File: config.mk
export PLATFORM = sky130hd
export DESIGN_NAME = btn_ram_writer_flat
export DESIGN_NICKNAME = d
export VERILOG_FILES = /design/src/rtl/btn_ram_writer_pkg.sv /design/src/rtl/btn_ram_writer_if.sv /design/src/rtl/btn_ram_writer_debounce.sv /design/src/rtl/btn_ram_writer.sv /design/src/flat_wrapper.sv
export SDC_FILE = /design/constraint.sdc
export NUM_CORES = 1
export LEC_CHECK = 0
export CORE_UTILIZATION = 60
export DETAILED_ROUTE_END_ITERATION = 7
export DONT_BUFFER_PORTS = 1
export GPL_TIMING_DRIVEN = 0
export PLACE_DENSITY = 0.85
export SETUP_SLACK_MARGIN = 0.05
export SLEW_MARGIN = 20
export SYNTH_ARGS = -nofsm -noshare
export SYNTH_HDL_FRONTEND = slang
export SYNTH_SLANG_ARGS = --single-unit
File: constraint.sdc
create_clock -name clk -period 2.6 [get_ports clk]
set_input_delay 0.52 -clock clk [delete_from_list [all_inputs] [get_ports clk]]
set_output_delay 0.52 -clock clk [all_outputs]
set_load 0.01 [all_outputs]
File: src/rtl/btn_ram_writer_pkg.sv
// Shared types and constants for the manual RAM loader.
package btn_ram_writer_pkg;

    typedef enum logic {
        IDLE  = 1'b0,
        WRITE = 1'b1
    } state_t;

    localparam int unsigned BTN_WR = 0;
    localparam int unsigned BTN_NX = 1;
    localparam int unsigned BTN_RW = 2;

endpackage

File: src/rtl/btn_ram_writer_if.sv
// Data-RAM write-port bundle driven by the manual loader; wren doubles as the port-mux select.
interface btn_ram_writer_if #(
    parameter int unsigned ADDR_W = 16
);
    logic              wren;
    logic [ADDR_W-1:0] mwAdress;
    logic [7:0]        mwData;
    logic              busy;

    modport master (output wren, output mwAdress, output mwData, output busy);
    modport slave  (input  wren, input  mwAdress, input  mwData, input  busy);
endinterface

File: src/rtl/btn_ram_writer_debounce.sv
// One push-button: 2-FF synchroniser, stability counter and registered rising-edge pulse.
module btn_debounce #(
    parameter int unsigned DEBOUNCE_CYCLES = 500000
) (
    input  logic clk,
    input  logic rst,
    input  logic raw,
    output logic level,
    output logic rise_p
);
    localparam int unsigned CW = (DEBOUNCE_CYCLES > 2) ? $clog2(DEBOUNCE_CYCLES) : 1;

    logic          sync1, sync2;
    logic [CW-1:0] cnt;
    logic          level_d;

    always_ff @(posedge clk or negedge rst) begin
        if (!rst) begin
            sync1   <= 1'b0;
            sync2   <= 1'b0;
            cnt     <= '0;
            level   <= 1'b0;
            level_d <= 1'b0;
            rise_p  <= 1'b0;
        end else begin
            sync1   <= raw;
            sync2   <= sync1;
            level_d <= level;
            rise_p  <= level & ~level_d;
            // Any sample agreeing with the accepted level restarts the stability count.
            if (sync2 == level) begin
                cnt <= '0;
            end else if (cnt == CW'(DEBOUNCE_CYCLES - 1)) begin
                cnt   <= '0;
                level <= sync2;
            end else begin
                cnt <= cnt + CW'(1);
            end
        end
    end
endmodule

File: src/rtl/btn_ram_writer.sv
// Manual RAM loader: three debounced buttons drive a one-cycle registered write strobe.
// Optional BTN_RAM_WRITER_AUTO_INC_EN advances the address after every write.
module btn_ram_writer
    import btn_ram_writer_pkg::*;
#(
    parameter int unsigned       ADDR_W          = 16,
    parameter logic [ADDR_W-1:0] BASE_ADDR       = '0,
    parameter int unsigned       DEPTH           = 256,
    parameter int unsigned       DEBOUNCE_CYCLES = 500000
) (
    input  logic                    clk,
    input  logic                    rst,
    input  logic [7:0]              bytePos,
    input  logic [2:0]              btn,
    btn_ram_writer_if.master        ram
);
    localparam logic [ADDR_W-1:0] LAST_ADDR = BASE_ADDR + ADDR_W'(DEPTH - 1);

    logic [2:0]        level;
    logic              wr_p, nx_p, rw_p;
    state_t            state, state_next;
    logic [ADDR_W-1:0] addr, addr_next;
    logic [7:0]        data, data_next;
    logic              wren_q, busy_q;

    function automatic logic [ADDR_W-1:0] adv(input logic [ADDR_W-1:0] a);
        return (a == LAST_ADDR) ? BASE_ADDR : a + ADDR_W'(1);
    endfunction

    btn_debounce #(.DEBOUNCE_CYCLES(DEBOUNCE_CYCLES)) u_db_wr (
        .clk(clk), .rst(rst), .raw(btn[BTN_WR]), .level(level[BTN_WR]), .rise_p(wr_p)
    );
    btn_debounce #(.DEBOUNCE_CYCLES(DEBOUNCE_CYCLES)) u_db_nx (
        .clk(clk), .rst(rst), .raw(btn[BTN_NX]), .level(level[BTN_NX]), .rise_p(nx_p)
    );
    btn_debounce #(.DEBOUNCE_CYCLES(DEBOUNCE_CYCLES)) u_db_rw (
        .clk(clk), .rst(rst), .raw(btn[BTN_RW]), .level(level[BTN_RW]), .rise_p(rw_p)
    );

    always_comb begin
        state_next = state;
        addr_next  = addr;
        data_next  = data;
        case (state)
            IDLE: begin
                if (rw_p) begin
                    addr_next = BASE_ADDR;
                end else if (wr_p) begin
                    data_next  = bytePos;
                    state_next = WRITE;
                end else if (nx_p) begin
                    addr_next = adv(addr);
                end
            end
            WRITE: begin
                state_next = IDLE;
`ifdef BTN_RAM_WRITER_AUTO_INC_EN
                addr_next = adv(addr);
`else
                addr_next = addr;
`endif
            end
            default: state_next = IDLE;
        endcase
    end

    // Strobes come from their own flops so the RAM port mux never sees a decode glitch.
    always_ff @(posedge clk or negedge rst) begin
        if (!rst) begin
            state  <= IDLE;
            addr   <= BASE_ADDR;
            data   <= '0;
            wren_q <= 1'b0;
            busy_q <= 1'b0;
        end else begin
            state  <= state_next;
            addr   <= addr_next;
            data   <= data_next;
            wren_q <= (state_next == WRITE);
            busy_q <= (state_next == WRITE);
        end
    end

    assign ram.wren     = wren_q;
    assign ram.busy     = busy_q;
    assign ram.mwAdress = addr;
    assign ram.mwData   = data;
endmodule
File: src/flat_wrapper.sv
// flat-port wrapper written by rule: the top's interface ports become plain ports
module btn_ram_writer_flat import btn_ram_writer_pkg::*;
#(
    parameter int unsigned       ADDR_W          = 16,
    parameter logic [ADDR_W-1:0] BASE_ADDR       = '0,
    parameter int unsigned       DEPTH           = 256,
    parameter int unsigned       DEBOUNCE_CYCLES = 500000
)
  (clk, rst, bytePos, btn, ram_wren, ram_mwAdress, ram_mwData, ram_busy);
  btn_ram_writer_if #(.ADDR_W(ADDR_W)) ram_i ();
  input  logic clk;
  input  logic rst;
  input  logic [7:0] bytePos;
  input  logic [2:0] btn;
  output wire logic [$bits(ram_i.wren)-1:0] ram_wren;
  output wire logic [$bits(ram_i.mwAdress)-1:0] ram_mwAdress;
  output wire logic [$bits(ram_i.mwData)-1:0] ram_mwData;
  output wire logic [$bits(ram_i.busy)-1:0] ram_busy;
  assign ram_wren = ram_i.wren;
  assign ram_mwAdress = ram_i.mwAdress;
  assign ram_mwData = ram_i.mwData;
  assign ram_busy = ram_i.busy;
  btn_ram_writer #(.ADDR_W(ADDR_W), .BASE_ADDR(BASE_ADDR), .DEPTH(DEPTH), .DEBOUNCE_CYCLES(DEBOUNCE_CYCLES)) u_core (.clk(clk), .rst(rst), .bytePos(bytePos), .btn(btn), .ram(ram_i));
endmodule
## After elaboration in Yosys (flattened, before gate mapping)

Index checks and enable logic that the tools add are counted.

- Register bits: 97
- Input bits: 13
- Word-level logic and storage cells: 64

- Add/sub/neg operators: 4
- Equality and inequality tests: 9
- Mux-type cells: 14
- Bitwise logic cells: 11
- Reductions and logical operators: 5

Operators with widths:

| operator | number |
|---|---|
| 19-bit two-way mux | 6 |
| 16-bit two-way mux | 5 |
| 19-bit by 1-bit adder with 19-bit output (second input constant) | 3 |
| 19-bit == test (second input constant) | 3 |
| 16-bit by 1-bit adder with 16-bit output (second input constant) | 1 |
| 16-bit by 8-bit == test with 1-bit output (second input constant) | 1 |
| 1-bit inverter | 8 |
| 3-bit inequality test (second input constant) | 2 |
| 2-bit AND reduction | 3 |
| 3-bit AND reduction | 2 |
| 1-bit AND | 3 |
| 1-bit == test | 3 |
| 1-bit two-way mux | 2 |
| 1-bit one-hot mux with 2 select lines | 1 |

## Depth between registers and ports, before layout

Gate-level depths: netlist of the first run.

- Depth in word-level cells: 6
- Gate-level depth with buffers: 7

## Cells and area by module

A second synthesis of the first run with hierarchy kept.

- Cell total of the unflattened synthesis: 448
- Area total of the unflattened synthesis: 4702.0 sq um

Modules (own cells, without submodules):

| module | times used | cells each | area an instance (sq um) |
|---|---|---|---|
| btn_debounce | 3 | 108 | 1136.1 |
| btn_ram_writer | 1 | 124 | 1293.7 |

## Least setup slack after synthesis of the first run

No wires, ideal clock.

- Kind: register -> register
- From: reg u_core.u_db_rw.cnt[11]
- To: reg u_core.u_db_rw.level
- Library setup time: 0.125 ns
- Arrival time: 1.911 ns
- Path slack: 0.565 ns
- Cell stages (with the launch flop): 5
- Path buffers: 0
- Clock period less this slack: 2.035 ns
- Cells stage by stage: dfrtp_1 -> or4_1 -> or4_4 -> nor2_1 -> mux2_2

- Longest elaborated chain between the ends: 2

Ends and longest elaborated chain:

| what | RTL line | source |
|---|---|---|
| start: declaration | btn_ram_writer_debounce.sv:14 | `logic [CW-1:0] cnt;` |
| start signal: assignment | btn_ram_writer_debounce.sv:37 | `cnt <= cnt + CW'(1);` |
| 19-bit == test | btn_ram_writer_debounce.sv:33 | `end else if (cnt == CW'(DEBOUNCE_CYCLES - 1)) begin` |
| 2-bit AND reduction (no source line) | - |  |
| end signal: assignment | btn_ram_writer_debounce.sv:35 | `level <= sync2;` |
| end: declaration | btn_ram_writer_debounce.sv:8 | `output logic level,` |

Every way passes these cells.
A chain may end at the register's enable or synchronous reset.

## Worst setup path after layout of the first run

- From: reg u_core.u_db_rw.cnt[11]
- To: reg u_core.u_db_rw.cnt[14]

- Longest elaborated chain between the ends: 3
- Elaborated cells on any way between the ends: 4
- Those cells by class: add/sub (1); eq/ne (1); mux (2)

Ends and longest elaborated chain:

| what | RTL line | source |
|---|---|---|
| 19-bit by 1-bit adder with 19-bit output or 19-bit == test (tied branches) | btn_ram_writer_debounce.sv:37, btn_ram_writer_debounce.sv:33 |  |
| 19-bit two-way mux * | btn_ram_writer_debounce.sv:33 |  |
| 19-bit two-way mux * | btn_ram_writer_debounce.sv:31 | `if (sync2 == level) begin` |

Mark *: on every way between the ends. The rest lies on a longest branch, timed or not.

==> metrics, run 1 <==
outcome finished with violations; failing checks negative hold slack; Synth-to-Final Area Change 7.55%; CTS buffer count 9; Worst Tran Pin Value between 0.6 and 0.7 ns; Final period util around 90%; # DRC 0; slowest stage delay, CP 0.59 ns; reg2reg path depth 5; final worst slack roughly 0.33 ns; initial core utilization a little over three fifths; H-tree levels 3; Period minus WS final 2.27 ns; Synth warnings 0; prevailing post-synth register cell dfrtp_1; vias in the first global route between 3,000 and 4,000; antenna viol nets, final 0; via count around 3,400; Max stage delay cell, worst path or4_4; initial antenna violation count 0; clock power share about two fifths; Fin Setup TNS 0 ns; WS Path Type reg2reg; sequential fraction of the synthesis area 52.5%; Pre-Repair DR Iteration Count 4; power share of the sequential group 58.0%; Worst Setup End Kind flip-flop; max-slew violation count 0; final instance area 4970 sq um; Logic pwr share around 1.8%; Max Freq approximately 0.44 GHz; Cells after Synth 450; Die X roughly 90 um; Placement Cell Area around 4700 sq um; Async SR Flop Fraction 100%; RSZ-0062 raised after global routing no; Clock Sinks 97; DR WL/cell between 15 and 20 um; Final Non-Filler Cells around 560; Post-DP HPWL between 5000 and 6000 um; clock root buffer clkbuf_8; Int Power approximately 2.1 mW; Post-CTS Setup Inserts 0; post-layout util 67.5%; flops & latches, synth 97; GPL Wtd Cong between 0.8 and 0.9; crit path launch type flip-flop; Buf/Inv on CP 1; # rows 31; fin nets approximately 480; die footprint around 8100 sq um; syn avg cell area between 10 and 15 sq um; port buffer count 0; Yosys cell types 45; Reg clk slew, reported paths about 0.10 ns; clk_lat worst skew between 0.3 and 0.4 ns; via count normalized by instance count between 6 and 7; first-pass GRT wire length between 15,000 and 20,000 um; sw power ~0.57 mW; Max Root-Sink Buffers 2; TritonCTS clock tree built; WP data arrival 2.52 ns; GRT Resource Usage Total 23.5%; core region area between 7000 and 8000 sq um; pwr/cell area roughly 530 nW/um^2; Crit path max-delay family simple AND/OR/NAND/NOR gates; CP Cell Sequence or4_1 > or4_4 > o21ai_4 > buf_6 > nor2_1; Iter 0 DRT Violations 176; Stages on worst setup path 5; Lkg Pwr 2.02 nW; Hold Slack -0.162 ns; diode count 0; Post-Place Setup Slack 0.235 ns; Cells after DPL ~550; synthesized area roughly 4600 sq um; Req. time, crit path roughly 2.9 ns; io pins 39; clock skew 0.0109 ns; Total Wirelength approximately 8700 um; share of cells above drive strength 1 9.46%; Sw Share between 20% and 30%; Final Setup Violations 0; Fin. Hold Viols 97; number of max-cap violations 0; worst-path maximum fanout 10; Worst Hold Class in2async; pin count of the biggest net entering global routing between 90 and 100; number of synthesized flops with an enable pin 0; total gr overflow 0; Die Y around 90 um; VDD IR max 0.305 mV; Max-slew headroom 56.0%; post-synth net total ~470; total power 2.65 mW
[cell usage after synthesis (5+ instances only)]
| cell | n | share of area [%] |
|---|---|---|
| xor2_1 | 7 | 1.3 |
| nor3_1 | 7 | 0.76 |
| nor2_1 | 58 | 4.7 |
| mux2_2 | 11 | 2.7 |
| a21oi_1 | 17 | 1.8 |
| nand3_1 | 29 | 3.1 |
| xnor2_1 | 34 | 6.4 |
| nor2b_1 | 5 | 0.68 |
| clkbuf_1 | 12 | 0.97 |
| and4_1 | 5 | 0.95 |
| a22o_1 | 5 | 0.95 |
| inv_1 | 14 | 1.1 |
| o31ai_1 | 7 | 1.1 |
| or4_1 | 7 | 1.1 |
| dfrtp_1 | 97 | 53 |
| and2_1 | 5 | 0.68 |
| and3_1 | 6 | 0.81 |
| o21ai_0 | 10 | 1.1 |
| or3_1 | 8 | 1.1 |
| nand2_1 | 26 | 2.1 |
| nand4_1 | 15 | 2.0 |
| nor4_1 | 18 | 2.4 |
[registers in the layout (all words and copies together) (netlist names), 8 cells and up]
register	flops
u_core.u_db_nx.cnt	19
u_core.u_db_rw.cnt	19
u_core.u_db_wr.cnt	19
u_core.ram.mwAdress	16
u_core.ram.mwData	8
[worst paths after layout]
| path | startpoint | end | slack [ns] |
|---|---|---|---|
| min | rst | u_core.ram.mwAdress[14] | -0.16 |
| max reg2reg | u_core.u_db_rw.cnt[11] | u_core.u_db_rw.cnt[14] | 0.33 |
| max in group asynchronous | rst | u_core.u_db_nx.cnt[0] | 2.61 |
| min in group clk | btn[0] | u_core.u_db_wr.sync1 | 0.18 |
| min reg2reg | u_core.u_db_rw.sync1 | u_core.u_db_rw.sync2 | 0.35 |
| max | u_core.u_db_rw.cnt[11] | u_core.u_db_rw.cnt[14] | 0.33 |
[worst reg2reg max path: stages (launching register included)]
cell	delay (ns)
dfrtp_1	0.45
or4_1	0.58
or4_4	0.59
o21ai_4	0.30
buf_6	0.20
nor2_1	0.06
[power by group through the flow]
stage          Combinational, mW  Clock [mW]  Sequential [mW]
2_1_floorplan             0.0375           0             1.56
3_3_place_gp              0.0446           0             1.57
3_5_place_dp              0.0462           0             1.57
4_1_cts                   0.0464        1.09             1.54
5_1_grt                   0.0556        1.17             1.54
6_report                  0.0469        1.07             1.54
[cell type report]
cell class                      count  area, sq um
Buffer                             15         75.1
Multi-Input combinational cell    324         2080
Clock inverter                      6         92.6
Clock buffer                        9          124
Fill cell                         556         2400
Sequential cell                    97         2430
Inverter                           14         52.6
Tap cell                           99          124
[cell usage in the layout, fill, tap and decap left out, drive strengths merged, types with 4 or more instances in the layout]
cell | synthesis | routed
a21o | 4 | 4
a21oi | 17 | 17
a22o | 5 | 5
and2 | 5 | 5
and3 | 6 | 6
and4 | 5 | 5
clkbuf | 12 | 21
dfrtp | 97 | 97
ha | 4 | 4
inv | 14 | 15
mux2 | 11 | 11
nand2 | 26 | 26
nand3 | 29 | 29
nand4 | 16 | 16
nor2 | 58 | 58
nor2b | 5 | 5
nor3 | 7 | 7
nor4 | 18 | 18
o21ai | 12 | 12
o31ai | 8 | 8
or2 | 4 | 4
or3 | 8 | 8
or4 | 9 | 9
xnor2 | 34 | 34
xor2 | 7 | 7
[cell families (layout without fill, tap and decap cells)]
kind of cell	after synthesis	after routing	share of synthesized area (%)
xor gates and xnor gates	41	41	7.77
DFF	97	97	52.5
buffers and inverters	29	44	2.76
adders and majority gates	4	4	1.08
muxes	11	11	2.68
AOI/OAI and AO/OA	60	60	9.12
and+or+nand+nor	208	208	24.1
[timing repair]
| item | CTS | global route |
|---|---|---|
| gates resized for setup | 0 | 1 |
| hold endpoints to repair | 97 | 97 |
| endpoints found under the setup margin | 0 | 1 |
[per-layer routing]
metal	vias up	part of all wire [%]	wire [um]	track usage, %
li1	1635	-	-	-
met1	1703	46	3980	33.0
met2	97	49	4300	37.4
met3	4	4.4	380	4.82
met4	0	0.46	40	6.28
met5	-	0	0	0
Note: power is estimated with default switching activity, not from simulation.
==> run 2: changes to the inputs <==
ABC_AREA = 1   (was not set)
==> metrics, run 2 <==
Clock Sinks 97; WS Path Type reg2reg; reg-to-reg endpoint u_core.ram.mwAdress[7]; # rows 32; most common cell after layout, fill and taps aside nand2_1; post-synth top area share 49.6%; TritonCTS clock tree built; post-synth net total between 600 and 700; fin nets 655; Max Root-Sink Buffers 2; CP Cell Sequence ha_1 > nand2_1 > inv_1 > nand2_2 > nor2_4 > nand2_4 > a21oi_4 > nor2_1; Async SR Flop Fraction 100%; Iter 0 DRT Violations approximately 190; prevailing post-synth register cell dfrtp_1; Pre-Repair DR Iteration Count 4; initial core utilization ~63%; Post-CTS Setup Inserts 0; share of cells above drive strength 1 roughly 7.3%; number of max-cap violations 0; R2R setup slack about 0.9 ns; clk_lat worst skew ~0.37 ns; flops & latches, synth 97; via count between 3,000 and 4,000; WP data arrival ~1.9 ns; Max Freq around 0.60 GHz; Lkg Pwr roughly 2.4 nW; Crit path max-delay family simple AND/OR/NAND/NOR gates; pwr/cell area about 510 nW/um^2; Worst Hold Class in2async; Max-slew headroom 60.9%; Total Wirelength 9790 um; GPL Wtd Cong about 0.9; Final Setup Violations 0; Synth area leaders dfrtp_1, nand2_1, nor2_1; Yosys cell types 34; sequential fraction of the synthesis area between 40 and 50%; Synth area leader dfrtp_1; clock root buffer clkbuf_8; DR WL/cell between 10 and 15 um; most frequent cells in the layout nand2_1, nor2_1, dfrtp_1; outcome finished with violations; total gr overflow 0; PostCTS Resize Cnt 0; Hold Slack -0.162 ns; initial antenna violation count 0; Req. time, crit path approximately 2.9 ns; Max stage delay cell, worst path dfrtp_1; vias in the first global route slightly below 4,000; # DRC 0; worst r2r src u_core.ram.mwAdress[0]; GRT Resource Usage Total between 20% and 30%; pin count of the biggest net entering global routing between 90 and 100; Reg clk slew, reported paths roughly 0.090 ns; diode count 0; Synth warnings 0; RSZ-0062 raised after global routing no; Worst Tran Pin Value just under 0.6 ns; Largest regs u_core.u_db_nx.cnt: 19 flops, u_core.u_db_rw.cnt: 19 flops, u_core.u_db_wr.cnt: 19 flops; antenna viol nets, final 0; Cells after Synth ~630; crit path launch type flip-flop; clock skew 0.00483 ns; worst-path maximum fanout 8; slowest stage delay, CP ~0.48 ns; CP startpoint u_core.ram.mwAdress[0]; Buf/Inv on CP 1; Fin Setup TNS 0 ns; Synth-to-Final Area Change 7.06%; synthesized area ~4900 sq um; Final period util about 65%; count leader, synth nand2_1; number of synthesized flops with an enable pin 0; Die X approximately 92 um; syn avg cell area ~7.8 sq um; Fin. Hold Viols 97; CP Capture Point u_core.ram.mwAdress[7]; first-pass GRT wire length about 17,000 um; Post-DP HPWL slightly below 7000 um; die footprint approximately 8500 sq um; total power about 2.7 mW; Commonest cells post-synth nand2_1, nor2_1, dfrtp_1; core region area ~7800 sq um; VDD IR max 0.371 mV; Period minus WS final roughly 1.7 ns; io pins 39; Stages on worst setup path 8; failing checks negative hold slack; max-slew violation count 0; reg2reg path depth 8; CTS buffer count 9; Worst Setup End Kind flip-flop; Die Y 92.3 um; via count normalized by instance count ~5.3; port buffer count 0; H-tree levels 3
-- run 2: changes by cell type in the layout (fill, tap and decap cells not counted), moves of 8 or more --
cell | previous run | this run
a21oi_1 | 17 | 6
clkbuf_1 | 12 | 1
inv_1 | 14 | 74
mux2_2 | 11 | 0
nand2_1 | 26 | 164
nand3_1 | 29 | 37
nor2_1 | 58 | 132
nor2_2 | 0 | 9
nor4_1 | 18 | 0
or3_1 | 8 | 0
xnor2_1 | 34 | 5
xor2_1 | 7 | 19
-- run 2: per-stage QoR --
step           worst slack (ns)  instance area [sq um]  instances  hold WS [ns]  util (%)
2_1_floorplan              1.19                   4890        627         0.224         -
3_3_place_gp              0.978                   5020        729         0.228      64.3
6_report                  0.920                   5240        745        -0.162      67.1
3_5_place_dp              0.949                   5020        729         0.228      64.3
4_1_cts                   0.939                   5240        745        -0.169      67.1
5_1_grt                   0.777                   5240        745        -0.184      67.1
-- run 2: area by class of cell --
type | count | area (sq um)
plain buffers | 3 | 16.3
clock buffers | 9 | 124
clock inverters | 7 | 93.8
fillers | 652 | 2570
inverters | 78 | 293
multi-input cells | 449 | 2160
flip-flops and latches | 97 | 2430
well taps | 102 | 128
-- run 2: worst min-delay path by stage --
stage	endpoint	startpoint	slack, ns
2_1_floorplan	u_core.ram.mwAdress[0]	rst	0.22
3_3_place_gp	u_core.u_db_rw.cnt[10]	rst	0.23
3_5_place_dp	u_core.u_db_rw.cnt[10]	rst	0.23
4_1_cts	u_core.ram.mwAdress[9]	rst	-0.17
5_1_grt	u_core.u_db_rw.cnt[16]	rst	-0.18
6_report	u_core.ram.mwAdress[11]	rst	-0.16
-- run 2: worst register-to-register path: stages (launching register included) --
cell     delay [ns]
dfrtp_1        0.48
ha_1           0.24
nand2_1        0.10
inv_1          0.08
nand2_2        0.07
nor2_4         0.14
nand2_4        0.09
a21oi_4        0.27
nor2_1         0.09
-- run 2: logic make-up (layout without fill, tap and decap cells) --
logic type,count (synthesis),count (layout),synth area share [%]
AOI/OAI and AO/OA,33,33,4.40
and+or+nand+nor,387,387,34.0
xor gates and xnor gates,25,25,4.63
adders and majority gates,4,4,1.02
buffers and inverters,81,97,6.32
DFF,97,97,49.6
-- run 2: routing by layer --
layer | vias to the layer above | track usage (%) | part of all wire, %
met4 | 0 | 11.2 | 1.9
met3 | 16 | 4.11 | 3.5
li1 | 1964 | - | -
met5 | - | 0 | 0
met1 | 1888 | 30.1 | 43
met2 | 75 | 43.8 | 51
-- run 2: power breakdown --
part	total [mW]	internal [mW]	switching, mW
registers	1.53	1.52	0.0104
logic	0.0439	0.0140	0.0299
clock network	1.08	0.542	0.537
==> run 3: changes to the inputs <==
clock period = 1.6 ns   (was 2.6 ns; I/O delays follow)
==> metrics, run 3 (same netlist as run 2, synthesis figures left out) <==
Worst Tran Pin Value about 0.66 ns; Worst Setup End Kind flip-flop; Final Non-Filler Cells 762; RSZ-0062 raised after global routing yes; Largest regs u_core.u_db_nx.cnt: 19 flops, u_core.u_db_rw.cnt: 19 flops, u_core.u_db_wr.cnt: 19 flops; most common cell after layout, fill and taps aside nand2_1; Post-Place Setup Slack -0.0511 ns; Fin. Hold Viols 97; WP data arrival roughly 1.8 ns; via count roughly 4,100; Post-DP HPWL approximately 6800 um; pin count of the biggest net entering global routing 98; Die Y roughly 90 um; Max stage delay cell, worst path dfrtp_1; clock skew 0.00761 ns; Sw Share 22.2%; Lkg Pwr roughly 2.6 nW; CP Cell Sequence ha_2 > nand2_2 > nor2_4 > nand2_4 > nor2_4 > nand3_2 > o21ai_1 > nor2_1; reg-to-reg endpoint u_core.u_db_wr.cnt[12]; power share of the sequential group between 50% and 60%; DR WL/cell around 14 um; # rows 32; CP startpoint u_core.u_db_wr.cnt[0]; most frequent cells in the layout nand2_1, nor2_1, dfrtp_1; Pre-Repair DR Iteration Count 5; io pins 39; initial core utilization between 60% and 70%; failing checks negative hold slack; H-tree levels 3; vias in the first global route about 4,100; final worst slack 0.0605 ns; GPL Wtd Cong approximately 0.9; slowest stage delay, CP roughly 0.39 ns; Max Freq between 0.6 and 0.7 GHz; first-pass GRT wire length roughly 17,000 um; Logic pwr share under 10%; port buffer count 0; initial antenna violation count 0; final instance area about 5600 sq um; Hold Slack -0.363 ns; share of cells above drive strength 1 between 10% and 20%; R2R setup slack between 0.06 and 0.07 ns; Die X approximately 92 um; worst-path maximum fanout 5; max-slew violation count 0; fin nets 672; Worst Hold Class in2async; Max-slew headroom between 50 and 60%; critical path's most frequent cell nor2_4; total gr overflow 0; reg2reg path depth 8; core region area ~7800 sq um; outcome finished with violations; hold_buf cts 3; Req. time, crit path approximately 1.9 ns; die footprint approximately 8500 sq um; Clock Sinks 97; Synth-to-Final Area Change 15.3%; clock power share about 40%; antenna viol nets, final 0; VDD IR max approximately 0.6 mV; clock root buffer clkbuf_8; CTS buffer count 9; worst r2r src u_core.u_db_wr.cnt[0]; Int Power between 3 and 4 mW; pwr/cell area a little under 800 nW/um^2; Max Root-Sink Buffers 2; Total Wirelength between 10,000 and 15,000 um; Placement Cell Area between 5000 and 6000 sq um; TritonCTS clock tree built; Period minus WS final 1.54 ns; clk_lat worst skew between 0.3 and 0.4 ns; crit path launch type flip-flop; WS Path Type reg2reg; Iter 0 DRT Violations 246; diode count 0; Final Setup Violations 0; # fillers around 580; sw power about 0.97 mW; Reg clk slew, reported paths 0.09 ns; # DRC 0; Cells after DPL roughly 730; Final period util around 96%; GRT Resource Usage Total approximately 26%; via count normalized by instance count 5.42; number of max-cap violations 0
-- run 3: cell count changes in the layout (fill, tap and decap cells not counted), moves of 7 or more --
cell / delta
nor2_4: +14
buf_4: +15
nor2_1: -19
dfrtp_1: -7
dfrtp_2: +7
nand2_1: -9
-- run 3: worst max-delay path by stage --
stage,end
final,u_core.u_db_wr.cnt[12]
after floorplan,u_core.ram.mwAdress[11]
after global routing,u_core.u_db_wr.cnt[16]
after global placement,u_core.ram.mwAdress[11]
after detailed placement,u_core.ram.mwAdress[11]
after CTS,u_core.u_db_wr.cnt[17]
-- run 3: power groups by stage --
| stage | clock (mW) | combinational [mW] | sequential [mW] |
|---|---|---|---|
| 2_1_floorplan | 0 | 0.0555 | 2.54 |
| 3_3_place_gp | 0 | 0.0677 | 2.54 |
| 3_5_place_dp | 0 | 0.0717 | 2.54 |
| 4_1_cts | 1.78 | 0.0791 | 2.49 |
| 5_1_grt | 1.88 | 0.122 | 2.50 |
| 6_report | 1.76 | 0.106 | 2.50 |
-- run 3: cell type report --
type                            instances  area [sq um]  area share, %
Inverter                               78           300           5.32
Clock inverter                          7          93.8           1.66
Buffer                                  3          20.0          0.355
Clock buffer                            9           124           2.20
Sequential cell                        97          2440           43.2
Timing Repair Buffer                   17           135           2.40
Multi-Input combinational cell        449          2400           42.6
Tap cell                              102           128           2.26
-- run 3: stage by stage --
step	setup TNS (ns)	hold WS, ns	power [mW]	util, %
4_1_cts	0	-0.369	4.35	67.9
3_5_place_dp	-0.325	0.0283	2.61	64.3
2_1_floorplan	0	0.0244	2.59	-
5_1_grt	-0.0466	-0.387	4.50	72.3
6_report	0	-0.363	4.37	72.3
3_3_place_gp	-0.0846	0.0280	2.61	64.3
-- run 3: critical path, delay by kind of cell, from the launching register on --
| family | cells | cell delay (ns) |
|---|---|---|
| AO/OA/AOI/OAI | 1 | 0.10 |
| adder cells (fa/ha/maj) | 1 | 0.21 |
| flip-flops | 1 | 0.39 |
| AND/OR/NAND/NOR | 6 | 0.73 |
-- run 3: layer usage --
| metal | track usage, % | vias up | wire length, um |
|---|---|---|---|
| met5 | 0 | - | 0 |
| met4 | 11.5 | 0 | 183 |
| met3 | 4.84 | 17 | 365 |
| met2 | 45.6 | 87 | 5630 |
| met1 | 30.4 | 2018 | 4450 |
| li1 | - | 2011 | - |
-- run 3: timing repair --
action / CTS / global route
gates resized for setup: 8 / 71
buffers inserted: 1 / 13
pin swaps: 4 / 23
endpoints found under the hold margin: 100 / 97
setup endpoints to repair: 41 / 53
